**src/rtl/parity_pkg.sv**
```systemverilog
// Shared types for the parity accumulator.
// States and reduction-mode encodings.
package parity_pkg;

  typedef enum logic [1:0] {
    IDLE,
    ACCUM,
    HOLD
  } state_t;

  localparam logic MODE_XOR  = 1'b0;
  localparam logic MODE_XNOR = 1'b1;

endpackage

```
**src/rtl/parity_reduce.sv**
```systemverilog
// Per-beat reduction of one input word.
// Pure combinational XOR tree.
module parity_reduce #(
  parameter int WIDTH = 8
) (
  input  logic [WIDTH-1:0] d,
  output logic             p
);

  assign p = ^d;

endmodule

```
**src/rtl/parity_accumulator.sv**
```systemverilog
// Multi-beat XOR/XNOR reducer with valid/ready on both sides.
// Result is registered and held until the consumer takes it.
module parity_accumulator
  import parity_pkg::*;
#(
  parameter int WIDTH     = 8,
  parameter int MAX_BEATS = 16,
  localparam int CW       = $clog2(MAX_BEATS + 1)
) (
  input  logic             clk,
  input  logic             reset,
  input  logic             in_valid,
  output logic             in_ready,
  input  logic [WIDTH-1:0] in_data,
  input  logic             in_last,
  input  logic             mode,
  output logic             out_valid,
  input  logic             out_ready,
  output logic             out_result,
  output logic [CW-1:0]    out_beats,
  output logic             out_overflow
);

  state_t        state_q, state_d;
  logic          acc_q, acc_d;
  logic [CW-1:0] cnt_q, cnt_d;
  logic          mode_q, mode_d;
  logic          res_q, res_d;
  logic [CW-1:0] beats_q, beats_d;
  logic          ovf_q, ovf_d;

  logic          beat_p;
  logic          acc_n;
  logic [CW-1:0] cnt_inc;

  parity_reduce #(
    .WIDTH(WIDTH)
  ) u_reduce (
    .d(in_data),
    .p(beat_p)
  );

  assign acc_n   = acc_q ^ beat_p;
  assign cnt_inc = cnt_q + CW'(1);

  always_comb begin
    state_d = state_q;
    acc_d   = acc_q;
    cnt_d   = cnt_q;
    mode_d  = mode_q;
    res_d   = res_q;
    beats_d = beats_q;
    ovf_d   = ovf_q;
    unique case (state_q)
      IDLE: begin
        if (in_valid) begin
          mode_d = mode;
          acc_d  = beat_p;
          cnt_d  = CW'(1);
          if (in_last || MAX_BEATS == 1) begin
            state_d = HOLD;
            res_d   = beat_p ^ mode;
            beats_d = CW'(1);
            ovf_d   = ~in_last;
          end else begin
            state_d = ACCUM;
          end
        end
      end
      ACCUM: begin
        if (in_valid) begin
          acc_d = acc_n;
          cnt_d = cnt_inc;
          // in_last wins over the beat limit
          if (in_last || cnt_inc == CW'(MAX_BEATS)) begin
            state_d = HOLD;
            res_d   = acc_n ^ mode_q;
            beats_d = cnt_inc;
            ovf_d   = ~in_last;
          end
        end
      end
      HOLD: begin
        if (out_ready) begin
          state_d = IDLE;
          acc_d   = 1'b0;
          cnt_d   = '0;
          res_d   = 1'b0;
          beats_d = '0;
          ovf_d   = 1'b0;
        end
      end
      default: state_d = IDLE;
    endcase
  end

  always_ff @(posedge clk) begin
    if (reset) begin
      state_q <= IDLE;
      acc_q   <= 1'b0;
      cnt_q   <= '0;
      mode_q  <= MODE_XOR;
      res_q   <= 1'b0;
      beats_q <= '0;
      ovf_q   <= 1'b0;
    end else begin
      state_q <= state_d;
      acc_q   <= acc_d;
      cnt_q   <= cnt_d;
      mode_q  <= mode_d;
      res_q   <= res_d;
      beats_q <= beats_d;
      ovf_q   <= ovf_d;
    end
  end

  assign in_ready     = (state_q != HOLD);
  assign out_valid    = (state_q == HOLD);
  assign out_result   = res_q;
  assign out_beats    = beats_q;
  assign out_overflow = ovf_q;

endmodule

```
**config.mk**
```make
export PLATFORM = sky130hd
export DESIGN_NAME = parity_accumulator
export DESIGN_NICKNAME = d
export VERILOG_FILES = /design/src/rtl/parity_pkg.sv /design/src/rtl/parity_reduce.sv /design/src/rtl/parity_accumulator.sv
export SDC_FILE = /design/constraint.sdc
export NUM_CORES = 1
export LEC_CHECK = 0
export ABC_AREA = 1
export CAP_MARGIN = 0
export CELL_PAD_IN_SITES_DETAIL_PLACEMENT = 1
export CELL_PAD_IN_SITES_GLOBAL_PLACEMENT = 2
export CORE_MARGIN = 1.5
export CORE_UTILIZATION = 28
export DETAILED_ROUTE_END_ITERATION = 6
export PLACE_DENSITY_LB_ADDON = 0.3
export RECOVER_POWER = 50
export SKIP_LAST_GASP = 1
export SYNTH_ARGS = -nofsm -noshare
export SYNTH_HDL_FRONTEND = slang
export SYNTH_SLANG_ARGS = --single-unit
```
**constraint.sdc**
```tcl
create_clock -name clk -period 3 [get_ports clk]
set_clock_uncertainty 0.15 [all_clocks]
set_input_delay 0.3 -clock clk [delete_from_list [all_inputs] [get_ports clk]]
set_output_delay 0.3 -clock clk [all_outputs]
set_load 0.005 [all_outputs]
```
-- After elaboration in Yosys (flattened, before gate mapping)
Cells that the tools add are included.
Widths: inputs -> output; s select.
- word-level logic and storage cells: 58
- bits of input ports: 14
- output and inout bits: 9
- flip-flop bits (word level): 16
- mux-type cells: 29
- eq/ne operators: 9
- reduce and logical (&&, ||, !) cells: 8
- bitwise logic cells: 4
- $add $sub $neg: 1
- operators with widths (operator ; count):
    $mux 5 ; 7
    $pmux 5 s3 ; 2
    $mux 1 ; 11
    $mux 2 ; 5
    $ne 2x2->1 const B ; 5
    $pmux 1 s3 ; 3
    $reduce_and 4->1 ; 2
    $reduce_xor 8->1 ; 1
    $pmux 2 s3 ; 1
    $reduce_and 6->1 ; 1
    $add 5x1->5 const B ; 1
    $eq 5x5->1 const B ; 1
    $reduce_bool 3->1 ; 1
    $xor 1x1->1 ; 3
    $eq 2x1->1 const B ; 1
    $eq 2x2->1 const B ; 1
    $logic_not 2->1 ; 1
    $ne 2x1->1 const B ; 1
    $reduce_and 2->1 ; 1
    $logic_or 1x1->1 ; 1
    $not 1->1 ; 1

-- Depth between registers and ports, before layout
- word-level depth: 6
- gate-level depth with buffers: 13
- depth with buffers taken out: 13

-- By module
Synthesis repeated with hierarchy kept, for this count alone.
- cell total of the unflattened synthesis: 182
- area, all modules: 1154.9 µm²
- modules (own cells, without submodules) (module ; sequential area each (µm²) ; instances ; area each (µm²) ; cells an instance):
    parity_accumulator ; 320.3 ; 1 ; 978.4 ; 135
    parity_reduce ; 0.0 ; 1 ; 176.4 ; 47

-- Worst setup path after synthesis
OpenSTA, ideal clock, no wires.
- path kind: register -> register
- start: register state_q[0]
- end: register res_q, in the netlist out_result
- path buffers: 0
- period minus slack after synthesis: 1.656 ns
- setup time: 0.118 ns
- cell stages (with the launch flop): 13
- required time: 2.732 ns
- arrival time: 1.388 ns
- path slack: 1.344 ns
- path through: dfxtp_1 > inv_1 > ha_1 > inv_2 > nor2_1 > nor2_1 > nand2_1 > nor2_2 > nand2_4 > inv_8 > nand2_2 > inv_2 > a21oi_2
- cells in the longest elaborated chain, start to end: 3
- elaborated cells between the ends (all ways): 11
- classes of those cells: eq/ne: 7; mux: 1; reduce/logical: 3
- ends and longest elaborated chain (what ; line ; text):
    from (decl) ; parity_accumulator.sv:24 ; state_t state_q, state_d;
    from (signal assigned) ; parity_accumulator.sv:107 ; state_q <= state_d;
    $eq 2x2->1 (*) ; - ;
    named net out_valid ; parity_accumulator.sv:17 ; output logic out_valid,
    $ne 2x1->1 (no source line) or $reduce_bool 3->1 (tied branches) ; - ;
    $reduce_and 6->1 (no source line) ; - ;
    to (signal assigned) ; parity_accumulator.sv:111 ; res_q <= res_d;
    to (decl) ; parity_accumulator.sv:28 ; logic res_q, res_d;
Mark *: on every way through the listed nets, which the timed path passes. The rest lies on a longest branch.
A chain may end at the register's enable or synchronous reset.

-- Worst setup path in the final report
- start: register state_q[0]
- end: output port in_ready
- cells in the longest elaborated chain, start to end: 1
- ends and longest elaborated chain (what ; line ; text):
    $ne 2x2->1 ; parity_accumulator.sv:117 ; assign in_ready = (state_q != HOLD);
    to (decl) ; parity_accumulator.sv:13 ; output logic in_ready,
No other way between the ends.

==> run_results.csv <==
group,metric,value,unit
place,routabilityCongestion,0.759,
worst_setup_path,cp-start-kind,"register",
global_routing,grt_max_degree,16,
floorplanning,die_h,65.2,um
yosys,syn_nets,188,
power,power,1.20,mW
yosys,syn_inst,169,
drt,vias_per_cell,4.50,
clock_network,clkTransAtPathRegs,0.07,ns
floorplanning,start_util,29.4,%
final_layout,fill_cells,488,
yosys,syn_area,1080,um^2
clock_network,cts.sinks,16,
global_routing,grt.total_usage,14.6,%
drt,wl_per_cell,11.1,um
floorplanning,dieArea,4260,um^2
drt,drtIter0Drc,40,
sta,drv_slew,0,
worst_setup_path,cp.required,2.55,ns
floorplanning,rows,22,
final_layout,nNetsFinal,214,
floorplanning,core_area,3690,um^2
worst_setup_path,crit_slowest_cell,"clkdlybuf4s50_1",
sta,setup_viol,0,
clock_network,root_buffer,"clkbuf_8",
worst_hold_path,min_path_type,"register to register",
final_layout,design_area,1410,um^2
sta,period_share,66.1,%
sta,whs,0.329,ns
drt,vias,1088,
clock_network,cts_resized,0,
run,maxCapViolCount,0,
drt,ant_nets,0,
worst_setup_path,cp_cell_sequence,"inv_1 > ha_1 > inv_2 > clkdlybuf4s50_1",
worst_setup_path,worstPathMaxFanout,4,
clock_network,clk_latency,0.26,ns
clock_network,numCtsBuffers,3,
worst_setup_path,cp.arrival,1.53,ns
floorplanning,io_pins,23,
power,p_leak,0.695,nW
clock_network,post_cts_buffers,0,
yosys,synth.distinct_cells,23,
worst_setup_path,path_class,"register to output pin",
sta,max_slew_margin,70.3,%
worst_setup_path,slowest_delay,0.50,ns
yosys,yosys_register_bits,16,
drt,wirelength,2690,um
final_layout,antenna_cells,0,
global_routing,grt-ovfl-total,0,
worst_setup_path,cp-end-kind,"output pin",
worst_setup_path,r2r_slack,1.15,ns
final_layout,multiInputGateArea,647,um^2
place,dp_hpwl,2250,um
sta,rsz0062_at_grt,"no",
final_layout,drive_gt1_share,13.9,%
final_layout,area_growth,30.2,%
yosys,ys_seq_area_share,29.5,%
power,vdd_drop_max,350,uV
yosys,synth.avg_cell_area,6.42,um^2
sta,period_minus_slack,1.98,ns
sta,fin_setup_tns,0,ns
sta,worst_pin_slew,0.445,ns
global_routing,grt_pass1_vias,1140,
final_layout,register_area,320,um^2
global_routing,antenna_found_initial,0,
global_routing,grt_pass1_wl,4780,um
sta,finalHoldViolations,0,
drt,dr.pass1.iters,4,
clock_network,cts_max_path_buffers,2,
clock_network,hold_buffers,0,
place,placed_area,1360,um^2
sta,fmax,504,MHz
clock_network,h-tree-depth,1,
drt,drc,0,
floorplanning,die_width,65.2,um
clock_network,cts_tree,"built",
status,run_status,"finished clean",
place,port-buffer-count,22,
yosys,ys_warn_count,0,
power,powerDensity,849,nW/um^2
through the flow:
| stage | setup WS (ns) | cells | util [%] |
|---|---|---|---|
| floorplan | 1.34 | 169 | - |
| global placement | 1.12 | 238 | 36.9 |
| detailed placement | 1.07 | 238 | 36.9 |
| CTS | 0.988 | 242 | 38.4 |
| global route | 0.892 | 242 | 38.3 |
| finish | 1.02 | 242 | 38.3 |
area by class of cell:
type / instances / area share, %
inverter: 27 / 7.79
timing repair buffer: 22 / 15.6
sequential: 16 / 22.7
clock buffer: 4 / 3.90
tap: 48 / 4.25
multi-input combinational: 125 / 45.8
where the power goes:
group / internal [mW] / total, mW / switching [mW]
sequential: 0.305 / 0.376 / 0.0706
combinational: 0.264 / 0.627 / 0.363
clock: 0.117 / 0.197 / 0.0800
cell families (layout without fill, tap and decap cells):
group,Yosys count,in the layout,share of synthesized area (%)
simple gates,92,92,38.3
buf+inv,28,53,10.5
compound gates,27,27,15.1
flops,16,16,29.5
fa+ha+maj,5,5,5.77
xor+xnor,1,1,0.808
flip-flops by register name, indices dropped and copies added (netlist names):
name,cells
state_q,2
out_beats,5
mode_q,1
out_overflow,1
out_result,1
cnt_q,5
acc_q,1
metal layers:
metal | track usage, % | wire length [um]
met5 | 0 | 0
met3 | 4.28 | 108
met4 | 5.47 | 44
met2 | 24.6 | 1220
met1 | 17.6 | 1320
critical path, delay by kind of cell, from the launching register on:
kind | cells | cell delay [ns]
fa+ha+maj | 1 | 0.23
buf+inv | 3 | 0.69
flops | 1 | 0.36
cells in the mapped netlist:
cell	count	area share [%]
o21ai_0	12	5.5
nor2_1	22	7.6
o21ai_2	2	1.6
buf_1	1	0.35
nand3_2	2	1.8
nand2_2	4	2.3
nand2_1	48	17
xor2_1	1	0.81
nand3b_2	2	2.1
a21oi_1	6	2.8
ha_1	5	5.8
nor3_1	1	0.46
dfxtp_1	16	30
clkinv_2	1	0.46
o21ai_1	2	0.92
inv_2	3	1.0
nor2_2	2	1.2
nand2_4	2	2.1
inv_8	1	1.0
a21oi_2	4	3.2
nand3_1	9	4.2
o21bai_2	1	1.0
inv_1	22	7.6
cells in the final DEF, fill, tap and decap left out, types with 3 or more instances in the layout:
cell type,synthesis,final
nand2_1,48,48
inv_1,22,22
nor2_1,22,22
dfxtp_1,16,16
clkdlybuf4s50_1,0,14
o21ai_0,12,13
nand3_1,9,9
dlygate4sd3_1,0,8
a21oi_1,6,6
ha_1,5,5
nand2_2,4,4
a21oi_2,4,4
clkbuf_8,0,4
inv_2,3,3
worst paths after layout:
path / depth (start not counted) / end / startpoint
max reg2reg: 9 / out_result / state_q[0]
max: 4 / in_ready / state_q[0]
min: 2 / out_overflow / out_overflow
min reg2reg: 2 / out_overflow / out_overflow
Power figures use the tool's default switching activity.
